[config.mk]
export PLATFORM = sky130hd
export DESIGN_NAME = addsub_chunk_serial
export DESIGN_NICKNAME = d
export VERILOG_FILES = /design/src/rtl/addsub_chunk_serial.sv
export SDC_FILE = /design/constraint.sdc
export NUM_CORES = 1
export LEC_CHECK = 0
export ABC_AREA = 1
export CAP_MARGIN = 10
export CELL_PAD_IN_SITES_DETAIL_PLACEMENT = 0
export CELL_PAD_IN_SITES_GLOBAL_PLACEMENT = 2
export CORE_ASPECT_RATIO = 1.1
export CORE_MARGIN = 2
export CORE_UTILIZATION = 29
export DETAILED_ROUTE_END_ITERATION = 12
export PLACE_DENSITY_LB_ADDON = 0.1
export SLEW_MARGIN = 20
export SYNTH_ARGS = -nofsm -noshare
export SYNTH_HDL_FRONTEND = slang
export SYNTH_SLANG_ARGS = --single-unit
[constraint.sdc]
create_clock -name clk -period 2.86 [get_ports clk]
set_input_delay 0.572 -clock clk [delete_from_list [all_inputs] [get_ports clk]]
set_output_delay 0.572 -clock clk [all_outputs]
set_load 0.1 [all_outputs]
[src/rtl/addsub_chunk_serial.sv]
// Chunk-serial two's-complement adder/subtractor with valid/ready on both sides.
// Optional saturation of SUM on signed overflow when ADDSUB_SAT_EN is defined.
module addsub_chunk_serial #(
    parameter int WIDTH = 16,
    parameter int CHUNK = 4
) (
    input  logic             clk,
    input  logic             rst,
    input  logic             in_valid,
    output logic             in_ready,
    input  logic [WIDTH-1:0] A,
    input  logic [WIDTH-1:0] B,
    input  logic             Add_ctrl,
    output logic             out_valid,
    input  logic             out_ready,
    output logic [WIDTH-1:0] SUM,
    output logic             C_out,
    output logic             O
);

    // state  | meaning
    // S_IDLE | waiting for operands, in_ready=1
    // S_BUSY | one CHUNK-bit slice per cycle, LSB chunk first
    // S_DONE | result held, out_valid=1 until out_ready

    localparam int N  = WIDTH / CHUNK;
    localparam int CW = (N > 1) ? $clog2(N) : 1;

    typedef enum logic [1:0] {
        S_IDLE,
        S_BUSY,
        S_DONE
    } state_t;

    state_t           state_q, state_d;
    logic [CW-1:0]    cnt_q, cnt_d;
    logic [WIDTH-1:0] a_q, a_d;
    logic [WIDTH-1:0] b_q, b_d;
    logic             carry_q, carry_d;
    logic [WIDTH-1:0] sum_q, sum_d;
    logic             c_out_q, c_out_d;
    logic             o_q, o_d;

    logic [CHUNK-1:0] a_chunk;
    logic [CHUNK-1:0] b_chunk;
    logic [CHUNK-1:0] chunk_sum;
    logic             chunk_cout;
    logic             msb_cin;
    logic             last_chunk;

    always_comb begin
        a_chunk = a_q[cnt_q*CHUNK +: CHUNK];
        b_chunk = b_q[cnt_q*CHUNK +: CHUNK];
        {chunk_cout, chunk_sum} = {1'b0, a_chunk} + {1'b0, b_chunk}
                                + {{CHUNK{1'b0}}, carry_q};
        // Carry into the top bit of the slice, recovered from its sum bit.
        msb_cin    = a_chunk[CHUNK-1] ^ b_chunk[CHUNK-1] ^ chunk_sum[CHUNK-1];
        last_chunk = (cnt_q == CW'(N - 1));
    end

    always_comb begin
        state_d = state_q;
        cnt_d   = cnt_q;
        a_d     = a_q;
        b_d     = b_q;
        carry_d = carry_q;
        sum_d   = sum_q;
        c_out_d = c_out_q;
        o_d     = o_q;

        case (state_q)
            S_IDLE: begin
                if (in_valid) begin
                    a_d     = A;
                    b_d     = B ^ {WIDTH{Add_ctrl}};
                    carry_d = Add_ctrl;
                    cnt_d   = '0;
                    state_d = S_BUSY;
                end
            end
            S_BUSY: begin
                sum_d[cnt_q*CHUNK +: CHUNK] = chunk_sum;
                carry_d = chunk_cout;
                cnt_d   = cnt_q + 1'b1;
                if (last_chunk) begin
                    c_out_d = chunk_cout;
                    o_d     = msb_cin ^ chunk_cout;
                    state_d = S_DONE;
`ifdef ADDSUB_SAT_EN
                    // Overflow implies both effective signs match; a_q's sign picks the limit.
                    if (msb_cin ^ chunk_cout) begin
                        sum_d = a_q[WIDTH-1] ? {1'b1, {(WIDTH-1){1'b0}}}
                                             : {1'b0, {(WIDTH-1){1'b1}}};
                    end
`endif
                end
            end
            S_DONE: begin
                if (out_ready) begin
                    state_d = S_IDLE;
                end
            end
            default: state_d = S_IDLE;
        endcase
    end

    always_ff @(posedge clk) begin
        if (rst) begin
            state_q <= S_IDLE;
            cnt_q   <= '0;
            a_q     <= '0;
            b_q     <= '0;
            carry_q <= 1'b0;
            sum_q   <= '0;
            c_out_q <= 1'b0;
            o_q     <= 1'b0;
        end else begin
            state_q <= state_d;
            cnt_q   <= cnt_d;
            a_q     <= a_d;
            b_q     <= b_d;
            carry_q <= carry_d;
            sum_q   <= sum_d;
            c_out_q <= c_out_d;
            o_q     <= o_d;
        end
    end

    assign in_ready  = (state_q == S_IDLE);
    assign out_valid = (state_q == S_DONE);
    assign SUM       = sum_q;
    assign C_out     = c_out_q;
    assign O         = o_q;

endmodule
# After elaboration in Yosys (flattened, before gate mapping)
# Index checks and enable logic that the tools add are counted.
# Widths: inputs -> output; s select.
dict set report word_totals {
  output_inout_bits 20
  in_bits 37
  wordCells 41
  register_bits 55
}
dict set report classes {
  reduce_logical 6
  shift 4
  bitwise 4
  muxes 9
  n_eq_ne 6
  add_sub_neg 4
}
# operator n
set op_table {}
lappend op_table {{$neg 4->34} 1}
lappend op_table {{$shift 4x34->16 const A} 1}
lappend op_table {{$shiftx 4x34->16} 1}
lappend op_table {{$shiftx 16x5->4} 2}
lappend op_table {{$bwmux 16} 1}
lappend op_table {{$xor 16x16->16} 1}
lappend op_table {{$mux 2} 4}
lappend op_table {{$pmux 2 s3} 1}
lappend op_table {{$reduce_and 2->1} 3}
lappend op_table {{$add 4x4->5} 1}
lappend op_table {{$add 5x1->5} 1}
lappend op_table {{$eq 2x2->1 const B} 2}
lappend op_table {{$ne 2x2->1 const B} 2}
lappend op_table {{$pmux 2 s2} 1}
lappend op_table {{$reduce_and 3->1} 1}
lappend op_table {{$xor 1x1->1} 3}
lappend op_table {{$add 2x1->2 const B} 1}
lappend op_table {{$eq 2x1->1 const B} 1}
lappend op_table {{$logic_not 2->1} 1}
lappend op_table {{$ne 2x1->1 const B} 1}
lappend op_table {{$pmux 1 s2} 1}
lappend op_table {{$reduce_bool 2->1} 1}
lappend op_table {{$mux 1} 1}

# Depth between registers and ports, before layout
# Gate-level depths: netlist of the first run.
dict set report logic_depth {
  depth_word 5
  ltp_mapped 13
  ltp_nobuf 12
}

# Worst setup path after synthesis of the first run
# OpenSTA, ideal clock, no wires.
dict set report synth_timing {
  path_kind {register to register}
  from {reg cnt_q[1]}
  to {reg carry_q}
  n_path_buf 1
  stages_incl_launch_ff 12
  t_arrival_ns 2.255
  setup_slack_ns 0.472
  path_cell_list {dfxtp_1 -> clkbuf_1 -> inv_1 -> o21ai_0 -> o22ai_1 -> fa_1 -> fa_1 -> nand2_1 -> nand2_1 -> a21oi_1 -> or2_0 -> a31oi_1}
}
dict set report synth_via {
  elab_chain_len 4
  elab_cells_between_ends 5
  cone_classes {2 x add/sub; 2 x shift; 1 x mux}
}
# element line_no
set synth_lines {}
lappend synth_lines {{start: declaration} 36} ;# logic [CW-1:0] cnt_q, cnt_d;
lappend synth_lines {{start signal: assignment} 119} ;# cnt_q <= cnt_d;
lappend synth_lines {{$shiftx 16x5->4 (on tied branches)} {52, 53}}
lappend synth_lines {{$add 4x4->5 (*)} 54} ;# {chunk_cout, chunk_sum} = {1'b0, a_chunk} + {1'b0, b_chunk}
lappend synth_lines {{$add 5x1->5 (*)} 55} ;# + {{CHUNK{1'b0}}, carry_q};
lappend synth_lines {{$pmux 1 s2 (*)} 71} ;# case (state_q)
lappend synth_lines {{end signal: assignment} 122} ;# carry_q <= carry_d;
lappend synth_lines {{end: declaration} 39} ;# logic carry_q, carry_d;
# Mark *: on every way between the ends. The rest lies on a longest branch, timed or not.
# A chain may end at the register's enable or synchronous reset.

# Worst setup path in the final report of the first run
dict set report layout_timing {
  from {reg cnt_q[0]}
  to {reg sum_q[14], in the netlist SUM[14]}
}
dict set report layout_via {
  elab_chain_len 5
  elab_cells_between_ends 8
  cone_classes {3 x add/sub; 4 x shift; 1 x mux}
}
# element line_no
set layout_lines {}
lappend layout_lines {{$shiftx 16x5->4 (on tied branches)} {52, 53}}
lappend layout_lines {{$add 4x4->5} 54}
lappend layout_lines {{$add 5x1->5} 55}
lappend layout_lines {{$shiftx 4x34->16} 82} ;# sum_d[cnt_q*CHUNK +: CHUNK] = chunk_sum;
lappend layout_lines {{$bwmux 16 (*)} 82}
lappend layout_lines {{end signal: assignment} 123} ;# sum_q <= sum_d;
lappend layout_lines {{end: declaration} 40} ;# logic [WIDTH-1:0] sum_q, sum_d;
# Marked as above.

==> metrics.cfg, run 1 <==
[grt]
antenna_found_initial=0
vias_in_the_first_global_route=2197
grt_max_degree=26
first_pass_grt_wire_length_mm=10.7
grt_overflow_total=0
gr-usage-all-layers_pct=13.4

[layout]
ratio_of_cells_with_drive_above_1_in_the_final_layout_pct=15.8
fillerInstances=973
n_antenna_cell=0
layout.nets=434
fin_area_sq_um=3370
area_growth_syn_to_layout_pct=26.2

[synth]
syn_avg_cell_area_sq_um=8.12
synth_cell_types=32
synth.yosys.warnings=0
synth-edff-count=0
syn-instance-count=329
netlist_area_sq_um=2670
seq_area_frac_synth_pct=41.2
post_synthesis_async_set_or_reset_flop_share_pct=0
synth.most_common_cell=sky130_fd_sc_hd__nor2_1
syn_nets=377
synth.area.top_cells=sky130_fd_sc_hd__dfxtp_1 41%, sky130_fd_sc_hd__nor2_1 10%, sky130_fd_sc_hd__o21ai_0 6.2%
synth_area_leader_cell=sky130_fd_sc_hd__dfxtp_1
synth_top_cell_area_share_pct=41.2
yosys_register_bits=55
synth-main-ff-cell=sky130_fd_sc_hd__dfxtp_1
yosys-top-cells-count=72 x sky130_fd_sc_hd__nor2_1, 55 x sky130_fd_sc_hd__dfxtp_1, 35 x sky130_fd_sc_hd__nand2_1, 33 x sky130_fd_sc_hd__o21ai_0, 19 x sky130_fd_sc_hd__a21oi_1

[critical_path]
worst-endpoint-required_ns=3.11
timing.critical_path.fanout_max=12
worstSetupEndpointType=flip-flop
r2r_cells=10
rr_startpoint=cnt_q[0]
critPathKind=reg -> reg
reg2reg_setup_slack_ns=0.40
timing.critical_path.max_delay_family=adder cells
start_kind=flip-flop
cp.depth=10
critical_path.cell_chain=inv_1, o21ai_0, o22ai_1, fa_1, fa_1, xor2_1, nand2_1, nor2_1, a22oi_1, nor2_1
rr_endpoint=SUM[14]
cp_data_arrival_time_ns=2.71
worstPathBufferInverterCount=1
critical_path.max_stage_delay_ns=0.44
crit_slowest_cell=sky130_fd_sc_hd__fa_1

[power_and_ir_drop]
vdd.ir_drop.worst_v=0.000201
seq_power_share_pct=49.7
swShare_pct=31.9
power_density_nw_per_um2=504
p_comb_share_pct=26.5
p_int_mw=1.16
p_leak_nw=1.29
p_sw_mw=0.543
portion_of_total_power_attributed_to_the_clock_network_pct=23.8

[timing]
setup-violations-final=0
hold_violations=0
finalSetupTns_ns=0
worst_slack_ns=0.395
slew_headroom_pct=72.2
setup_repair_after_global_routing_missed_its_margin=false
fin_crit_ns=2.46
final-max-slew-violation-count=0
finalClockSkew_ns=0.00920
highest_attainable_clock_frequency_mhz=406
period_utilisation_layout_pct=86.2
timing_worst_slew_pin_value_ns=0.416

[floorplan]
fp.coreArea_sq_um=8920
num_rows=36
top_level_ports=57
start_util_pct=30.0
fp.dieH_um=105
die_width_um=95.5
die-area_sq_um=10000

[hold_path]
whs_path_depth=2
class_of_the_tightest_hold_or_removal_check=reg -> reg
worstHoldStart=SUM[0]
whs_endpoint=SUM[0]

[drt]
dr.pass1.iters=4
vias=2277
detail_route.drc_violations=0
avgRoutedWirePerCell_um=12.8
ant_nets=0
drt_wl_total_mm=6.41
drt-initial-drc-count=94
route.detailed.vias_per_inst=4.56

[clock_tree]
cts_tree=yes
cts.htree.levels=2
root_buffer_cell=sky130_fd_sc_hd__clkbuf_8
clkLatencyLatePin_ns=0.30
longest_clk_path_bufs=2
path_clk_slew_ns=0.10
post_cts.repair.setup_buffers=0
numCtsBuffers=5
cts_resized=0
cts.sinks=55
cts-hold-fix-buffers=0

[place]
preCtsSetupSlack_ns=0.420
place.gp.congestion=0.753
port_buffers=56
post-dp-hpwl_mm=4.88
placedInstanceArea_sq_um=3300

[run_status]
result_of_the_run=complete, no violations

[run]
max_cap_viol_count=0

[registers in the layout (all words and copies together) (netlist names)]
signal and flops:
a_q 16, SUM 16, cnt_q 2, state_q 2, O 1, C_out 1
carry_q 1, b_q 16
[per-stage QoR]
stage | std cells | hold slack (ns) | util (%) | total power [mW]
after floorplan | 329 | 0.449 | - | 1.18
after global placement | 493 | 0.455 | 37.0 | 1.32
after detailed placement | 493 | 0.459 | 37.0 | 1.32
after CTS | 499 | 0.474 | 37.8 | 1.74
after global routing | 499 | 0.489 | 37.8 | 1.81
final | 499 | 0.470 | 37.8 | 1.70
[cells by family after synthesis]
| logic type | Yosys count | synth area share (%) |
|---|---|---|
| simple gates | 128 | 20.6 |
| compound gates | 84 | 20.1 |
| flops | 55 | 41.2 |
| buf+inv | 34 | 6.79 |
| xor+xnor | 17 | 5.57 |
| fa+ha+maj | 11 | 5.71 |
[how the worst max path moves through the flow]
stage	end	slack, ns	start
floorplan	carry_q	0.47	cnt_q[1]
detailed placement	SUM[14]	0.42	cnt_q[0]
finish	SUM[14]	0.40	cnt_q[0]
global placement	carry_q	0.50	cnt_q[0]
CTS	SUM[14]	0.39	cnt_q[0]
global route	SUM[14]	0.15	cnt_q[0]
[worst register-to-register path, cell delays in order, from the launching register on]
cell and delay (ns):
sky130_fd_sc_hd__dfxtp_1 0.37, sky130_fd_sc_hd__inv_1 0.17, sky130_fd_sc_hd__o21ai_0 0.22, sky130_fd_sc_hd__o22ai_1 0.12
sky130_fd_sc_hd__fa_1 0.44, sky130_fd_sc_hd__fa_1 0.42, sky130_fd_sc_hd__xor2_1 0.28, sky130_fd_sc_hd__nand2_1 0.08
sky130_fd_sc_hd__nor2_1 0.15, sky130_fd_sc_hd__a22oi_1 0.09, sky130_fd_sc_hd__nor2_1 0.08
[area by class of cell]
class | instances | area, sq um | share of cell area, %
inverter | 15 | 58.8 | 1.74
sequential | 55 | 1100 | 32.6
timing repair buffer | 69 | 608 | 18.0
tap | 114 | 143 | 4.23
multi-input combinational | 240 | 1390 | 41.2
clock buffer | 6 | 72.6 | 2.15
[placed cells by master, fill, tap and decap left out, drive strengths merged, types with 6 or more instances in the layout]
master,n
dfxtp,55
nand2,37
nor2,78
o22ai,8
a211oi,17
a21oi,19
xnor2,16
inv,14
clkdlybuf4s50,36
o21ai,34
nand3,8
clkbuf,6
ha,9
buf,33
[power by group through the flow]
| stage | registers (mW) | logic (mW) | clock network [mW] |
|---|---|---|---|
| CTS | 0.848 | 0.460 | 0.431 |
| detailed placement | 0.865 | 0.458 | 0 |
| finish | 0.846 | 0.450 | 0.405 |
| global placement | 0.866 | 0.458 | 0 |
| global route | 0.853 | 0.506 | 0.454 |
| floorplan | 0.890 | 0.289 | 0 |
[routing by layer]
metal  vias to the layer above  wire length, um  global-route usage, %
li1                       1207                -                      -
met1                      1026             3000                   17.1
met2                        39             3140                   23.0
met3                         5              205                   2.67
met4                         0               72                   3.06
met5                         -                0                      0
Note: power is estimated with default switching activity, not from simulation.
==> run 2, diff against run 1 <==
--- a/config.mk
+++ b/config.mk
@@ -13,7 +13,7 @@
 export CORE_MARGIN = 2
 export CORE_UTILIZATION = 29
 export DETAILED_ROUTE_END_ITERATION = 12
-export PLACE_DENSITY_LB_ADDON = 0.1
+export PLACE_DENSITY_LB_ADDON = 0.2
 export SLEW_MARGIN = 20
 export SYNTH_ARGS = -nofsm -noshare
 export SYNTH_HDL_FRONTEND = slang
==> run 2 against run 1 <==
- final cell count shrank 0.20%
- fmax shrank 5.6%
- clock power grew 8.1%
- worst hold slack gained 0.00075 ns
- worst setup slack lost 0.15 ns
- via count is the same
- combinational power is essentially flat
- die area is the same
- design area grew 0.15%
- sequential cell count is the same
==> metrics.cfg, run 2 (synthesis results as in run 1) <==
[run_status]
result_of_the_run=complete, no violations  ; unchanged

[place]
placedInstanceArea_sq_um=3270  ; was 3300 sq um
place.detailed.instances=489  ; was 493
post-dp-hpwl_mm=4.72  ; was 4.88 mm
port_buffers=56  ; unchanged
place.gp.congestion=0.805  ; was 0.753
preCtsSetupSlack_ns=0.214  ; was 0.420 ns

[floorplan]
fp.dieH_um=105  ; unchanged
die-area_sq_um=10000  ; unchanged
start_util_pct=30.0  ; unchanged
top_level_ports=57  ; unchanged
num_rows=36  ; unchanged
fp.coreArea_sq_um=8920  ; unchanged
die_width_um=95.5  ; unchanged

[critical_path]
worst_path_most_repeated_cell=sky130_fd_sc_hd__nand2_1
timing.critical_path.max_delay_family=adder cells  ; unchanged
crit_slowest_cell=sky130_fd_sc_hd__dfxtp_2  ; was sky130_fd_sc_hd__fa_1
critical_path.cell_chain=clkinvlp_4, buf_4, nor2_1, o22ai_1, fa_1, fa_1, nand2_1, nand2_1, a21oi_1, a21oi_1, o21ai_1, nand2_1, inv_1  ; was inv_1, o21ai_0, o22ai_1, fa_1, fa_1, xor2_1, nand2_1, nor2_1, a22oi_1, nor2_1
r2r_cells=13  ; was 10
worstSetupEndpointType=flip-flop  ; unchanged
timing.critical_path.fanout_max=10  ; was 12
cp_data_arrival_time_ns=2.87  ; was 2.71 ns
worstPathBufferInverterCount=3  ; was 1
cp-startpoint=cnt_q[0]  ; unchanged
worst-endpoint-required_ns=3.12  ; was 3.11 ns
start_kind=flip-flop  ; unchanged
rr_startpoint=cnt_q[0]  ; unchanged
critical_path.max_stage_delay_ns=0.45  ; was 0.44 ns
critPathKind=reg -> reg  ; unchanged
cp.depth=13  ; was 10

[power_and_ir_drop]
seq_power_share_pct=48.9  ; was 49.7%
portion_of_total_power_attributed_to_the_clock_network_pct=25.3  ; was 23.8%
vdd.ir_drop.worst_v=0.000165  ; was 0.000201 V
p_int_mw=1.18  ; was 1.16 mW
p_total_mw=1.73  ; was 1.70 mW
p_leak_nw=1.29  ; about the same
swShare_pct=31.8  ; was 31.9%
p_sw_mw=0.551  ; was 0.543 mW
p_comb_share_pct=25.8  ; was 26.5%
power_density_nw_per_um2=513  ; was 504 nW/um^2

[layout]
n_antenna_cell=0  ; unchanged
layout.nets=432  ; was 434
fillerInstances=958  ; was 973
fin_area_sq_um=3380  ; was 3370 sq um
area_growth_syn_to_layout_pct=26.4  ; was 26.2%
layout.cells.most_common=sky130_fd_sc_hd__nor2_1  ; unchanged
final_util_pct=37.9  ; was 37.8%
multi_input_area_sq_um=1390  ; unchanged
layout.cells.most_common_list=72 x sky130_fd_sc_hd__nor2_1, 54 x sky130_fd_sc_hd__dfxtp_1, 36 x sky130_fd_sc_hd__clkdlybuf4s50_1  ; was 72 x sky130_fd_sc_hd__nor2_1, 55 x sky130_fd_sc_hd__dfxtp_1, 36 x sky130_fd_sc_hd__clkdlybuf4s50_1
ratio_of_cells_with_drive_above_1_in_the_final_layout_pct=16.4  ; was 15.8%
register_area_sq_um=1100  ; about the same
finalNonFillerCells=498  ; was 499

[drt]
dr.pass1.iters=4  ; unchanged
vias=2277  ; unchanged
route.detailed.vias_per_inst=4.57  ; was 4.56
ant_nets=0  ; unchanged
detail_route.drc_violations=0  ; unchanged
drt_wl_total_mm=6.39  ; was 6.41 mm
avgRoutedWirePerCell_um=12.8  ; about the same
drt-initial-drc-count=67  ; was 94

[hold_path]
class_of_the_tightest_hold_or_removal_check=reg -> reg  ; unchanged
whs_path_depth=2  ; unchanged
worstHoldStart=SUM[9]  ; was SUM[0]

[grt]
antenna_found_initial=0  ; unchanged
vias_in_the_first_global_route=2179  ; was 2197
grt_overflow_total=0  ; unchanged
gr-usage-all-layers_pct=13.2  ; was 13.4%
grt_max_degree=38  ; was 26
first_pass_grt_wire_length_mm=10.6  ; was 10.7 mm

[timing]
fin_worst_hold_slack_ns=0.470  ; about the same
finalClockSkew_ns=0.0106  ; was 0.00920 ns
fin_crit_ns=2.61  ; was 2.46 ns
hold_violations=0  ; unchanged
final-max-slew-violation-count=0  ; unchanged
period_utilisation_layout_pct=91.3  ; was 86.2%
worst_slack_ns=0.250  ; was 0.395 ns
finalSetupTns_ns=0  ; unchanged
highest_attainable_clock_frequency_mhz=383  ; was 406 MHz
slew_headroom_pct=71.5  ; was 72.2%
setup-violations-final=0  ; unchanged
timing_worst_slew_pin_value_ns=0.427  ; was 0.416 ns
setup_repair_after_global_routing_missed_its_margin=false  ; unchanged

[clock_tree]
root_buffer_cell=sky130_fd_sc_hd__clkbuf_8  ; unchanged
path_clk_slew_ns=0.10  ; about the same
cts.htree.levels=2  ; unchanged
clkLatencyLatePin_ns=0.31  ; was 0.30 ns
longest_clk_path_bufs=2  ; unchanged
cts.sinks=55  ; unchanged
numCtsBuffers=5  ; unchanged
cts_tree=yes  ; unchanged

[run]
max_cap_viol_count=0  ; unchanged

[run 2: cell count changes in the layout (fill, tap and decap cells not counted), sizes merged]
cell / previous run / this run
buf: 33 / 31
clkinv: 1 / 2
clkinvlp: 0 / 1
inv: 14 / 13
[run 2: final timing paths]
path | end | slack (ns)
setup / recovery | O | 0.25
hold / removal | SUM[9] | 0.47
setup reg to reg | O | 0.25
hold reg to reg | SUM[9] | 0.47
[run 2: repair_timing]
| item | in CTS | in global routing |
|---|---|---|
| hold buffers | 0 | 0 |
| gates resized for setup | 0 | 2 |
| endpoints found under the setup margin | 0 | 7 |
| setup buffers | 0 | 2 |
[run 2: per-layer routing]
metal / vias up / part of all wire, % / track usage, %
li1: 1203 / - / -
met1: 1023 / 48 / 17.3
met2: 46 / 47 / 22.1
met3: 5 / 4.2 / 2.60
met4: 0 / 1.0 / 3.37
met5: - / 0 / 0
[run 2: area by class of cell]
class	count	area share, %
Multi-Input combinational cell	240	41.1
Clock buffer	6	2.44
Tap cell	114	4.22
Inverter	15	1.85
Sequential cell	55	32.6
Clock inverter	1	0.148
Timing Repair Buffer	67	17.6
[run 2: tightest hold or removal path, delay by kind of cell (launching register included)]
family,cells,cell delay (ns)
AOI/OAI and AO/OA,1,0.05
DFF,1,0.32
and+or+nand+nor,1,0.06
[run 2: power by group through the flow]
stage / combinational [mW] / sequential, mW / clock [mW]
3_5_place_dp: 0.449 / 0.866 / 0
4_1_cts: 0.449 / 0.849 / 0.458
2_1_floorplan: 0.289 / 0.890 / 0
6_report: 0.448 / 0.848 / 0.438
5_1_grt: 0.500 / 0.856 / 0.487
3_3_place_gp: 0.444 / 0.867 / 0
==> run 3, diff against run 2 <==
--- a/config.mk
+++ b/config.mk
@@ -7,13 +7,13 @@
 export LEC_CHECK = 0
 export ABC_AREA = 1
 export CAP_MARGIN = 10
-export CELL_PAD_IN_SITES_DETAIL_PLACEMENT = 0
+export CELL_PAD_IN_SITES_DETAIL_PLACEMENT = 2
 export CELL_PAD_IN_SITES_GLOBAL_PLACEMENT = 2
-export CORE_ASPECT_RATIO = 1.1
+export CORE_ASPECT_RATIO = 0.8
 export CORE_MARGIN = 2
 export CORE_UTILIZATION = 29
 export DETAILED_ROUTE_END_ITERATION = 12
-export PLACE_DENSITY_LB_ADDON = 0.2
+export PLACE_DENSITY = 0.8
 export SLEW_MARGIN = 20
 export SYNTH_ARGS = -nofsm -noshare
 export SYNTH_HDL_FRONTEND = slang
==> run 3 against run 2 <==
- routed wire length is 20% higher
- utilization is 0.50 points higher
- critical endpoint is now SUM[6]
- highest routed layer unchanged
- power is 17% higher
- fmax is 5.9% higher
- largest cell class unchanged
- clock skew is 0.0017 ns lower
- sequential power hardly changed
- worst setup slack better by 0.14 ns
- final cell count is 0.20% higher
- sequential share of layout area is 0.75 points lower
- die area hardly changed
==> metrics.cfg, run 3 (synthesis results as in run 1) <==
[floorplan]
die_width_um=111  ; was 95.5 um
fp.coreArea_sq_um=9000  ; was 8920 sq um
die-area_sq_um=10000  ; about the same
num_rows=31  ; was 36
fp.dieH_um=89.9  ; was 105 um
start_util_pct=29.7  ; was 30.0%
top_level_ports=57  ; unchanged

[hold_path]
class_of_the_tightest_hold_or_removal_check=reg -> reg  ; unchanged
whs_path_depth=2  ; unchanged

[layout]
layout.cells.most_common_list=72 x sky130_fd_sc_hd__nor2_1, 55 x sky130_fd_sc_hd__dfxtp_1, 36 x sky130_fd_sc_hd__clkdlybuf4s50_1  ; was 72 x sky130_fd_sc_hd__nor2_1, 54 x sky130_fd_sc_hd__dfxtp_1, 36 x sky130_fd_sc_hd__clkdlybuf4s50_1
layout.cells.most_common=sky130_fd_sc_hd__nor2_1  ; unchanged
area_growth_syn_to_layout_pct=29.2  ; was 26.4%
n_antenna_cell=0  ; unchanged
ratio_of_cells_with_drive_above_1_in_the_final_layout_pct=15.9  ; was 16.4%
layout.nets=431  ; was 432
finalNonFillerCells=499  ; was 498
fin_area_sq_um=3450  ; was 3380 sq um
fillerInstances=1046  ; was 958

[drt]
drt-initial-drc-count=66  ; was 67
route.detailed.vias_per_inst=4.90  ; was 4.57
drt_wl_total_mm=7.70  ; was 6.39 mm
avgRoutedWirePerCell_um=15.4  ; was 12.8 um
vias=2445  ; was 2277
ant_nets=0  ; unchanged
dr.pass1.iters=4  ; unchanged
detail_route.drc_violations=0  ; unchanged

[clock_tree]
cts_tree=yes  ; unchanged
numCtsBuffers=5  ; unchanged
cts_resized=0  ; unchanged
clkLatencyLatePin_ns=0.30  ; was 0.31 ns
root_buffer_cell=sky130_fd_sc_hd__clkbuf_16  ; was sky130_fd_sc_hd__clkbuf_8
post_cts.repair.setup_buffers=0  ; unchanged
longest_clk_path_bufs=2  ; unchanged
cts-hold-fix-buffers=0  ; unchanged
path_clk_slew_ns=0.07  ; was 0.10 ns
cts.sinks=55  ; unchanged
cts.htree.levels=2  ; unchanged

[grt]
grt_max_degree=42  ; was 38
antenna_found_initial=0  ; unchanged
grt_overflow_total=0  ; unchanged
vias_in_the_first_global_route=2567  ; was 2179
first_pass_grt_wire_length_mm=12.6  ; was 10.6 mm
gr-usage-all-layers_pct=15.7  ; was 13.2%

[timing]
finalSetupTns_ns=0  ; unchanged
highest_attainable_clock_frequency_mhz=406  ; was 383 MHz
final-max-slew-violation-count=0  ; unchanged
period_utilisation_layout_pct=86.2  ; was 91.3%
finalClockSkew_ns=0.00898  ; was 0.0106 ns
slew_headroom_pct=67.9  ; was 71.5%
fin_crit_ns=2.46  ; was 2.61 ns
timing_worst_slew_pin_value_ns=0.481  ; was 0.427 ns
hold_violations=0  ; unchanged
setup_repair_after_global_routing_missed_its_margin=false  ; unchanged
setup-violations-final=0  ; unchanged

[power_and_ir_drop]
vdd.ir_drop.worst_v=0.000233  ; was 0.000165 V
power_density_nw_per_um2=589  ; was 513 nW/um^2
p_leak_nw=1.33  ; was 1.29 nW

[place]
place.detailed.instances=491  ; was 489
port_buffers=56  ; unchanged
place.gp.congestion=0.798  ; was 0.805
placedInstanceArea_sq_um=3280  ; was 3270 sq um
post-dp-hpwl_mm=5.89  ; was 4.72 mm

[critical_path]
timing.critical_path.fanout_max=12  ; was 10
critical_path.cell_chain=inv_1, o21ai_0, o22ai_1, fa_1, fa_1, xor2_1, nand2_1, nor2_1, a22oi_1, nor2_1  ; was clkinvlp_4, buf_4, nor2_1, o22ai_1, fa_1, fa_1, nand2_1, nand2_1, a21oi_1, a21oi_1, o21ai_1, nand2_1, inv_1
rr_endpoint=SUM[6]  ; was O
cp-startpoint=cnt_q[0]  ; unchanged
timing.critical_path.max_delay_family=adder cells  ; unchanged
reg2reg_setup_slack_ns=0.40  ; was 0.25 ns
worstSetupEndpointType=flip-flop  ; unchanged
crit_slowest_cell=sky130_fd_sc_hd__fa_1  ; was sky130_fd_sc_hd__dfxtp_2
cp.depth=10  ; was 13
cp_data_arrival_time_ns=2.70  ; was 2.87 ns
worstPathBufferInverterCount=1  ; was 3
rr_startpoint=cnt_q[0]  ; unchanged
r2r_cells=10  ; was 13
worst-endpoint-required_ns=3.10  ; was 3.12 ns
critical_path.max_stage_delay_ns=0.45  ; about the same
critPathKind=reg -> reg  ; unchanged
crit_end=SUM[6]  ; was O
start_kind=flip-flop  ; unchanged

[run_status]
result_of_the_run=complete, no violations  ; unchanged

[run]
max_cap_viol_count=0  ; unchanged

## run 3: worst min path at each step
stage / slack, ns / from / endpoint
6_report: 0.47 / SUM[15] / SUM[15]
5_1_grt: 0.49 / SUM[0] / SUM[0]
4_1_cts: 0.48 / SUM[15] / SUM[15]
3_5_place_dp: 0.46 / SUM[15] / SUM[15]
3_3_place_gp: 0.46 / SUM[7] / SUM[7]
2_1_floorplan: 0.45 / a_q[4] / a_q[4]
## run 3: tightest hold or removal path, delay by kind of cell (launching register included)
family,cells,cell delay (ns)
AND/OR/NAND/NOR,1,0.06
AO/OA/AOI/OAI,1,0.06
flip-flops,1,0.31
## run 3: area by class of cell
type | instances | area (sq um) | area share, %
Sequential cell | 55 | 1100 | 31.9
Inverter | 15 | 58.8 | 1.70
Tap cell | 115 | 144 | 4.17
Multi-Input combinational cell | 240 | 1390 | 40.3
Clock buffer | 6 | 139 | 4.02
Clock inverter | 2 | 35.0 | 1.01
Timing Repair Buffer | 66 | 586 | 17.0
## run 3: power by group
| group | internal [mW] | total, mW | switching, mW |
|---|---|---|---|
| clock network | 0.436 | 0.725 | 0.289 |
| logic | 0.175 | 0.460 | 0.285 |
| registers | 0.816 | 0.849 | 0.0329 |
| total | 1.43 | 2.03 | 0.607 |
## run 3: through the flow
step | power (mW) | hold slack [ns] | worst slack [ns] | util [%]
2_1_floorplan | 1.18 | 0.449 | 0.472 | -
4_1_cts | 2.06 | 0.476 | 0.387 | 38.4
5_1_grt | 2.13 | 0.489 | 0.176 | 38.4
3_3_place_gp | 1.31 | 0.456 | 0.546 | 36.4
6_report | 2.03 | 0.471 | 0.395 | 38.4
3_5_place_dp | 1.33 | 0.465 | 0.435 | 36.4
## run 3: layer usage
metal / GRT usage, % / routed length [um] / part of all wire (%)
met3: 3.17 / 258 / 3.4
met5: 0 / 0 / 0
met2: 30.4 / 3970 / 52
met4: 3.09 / 65 / 0.84
met1: 17.6 / 3410 / 44
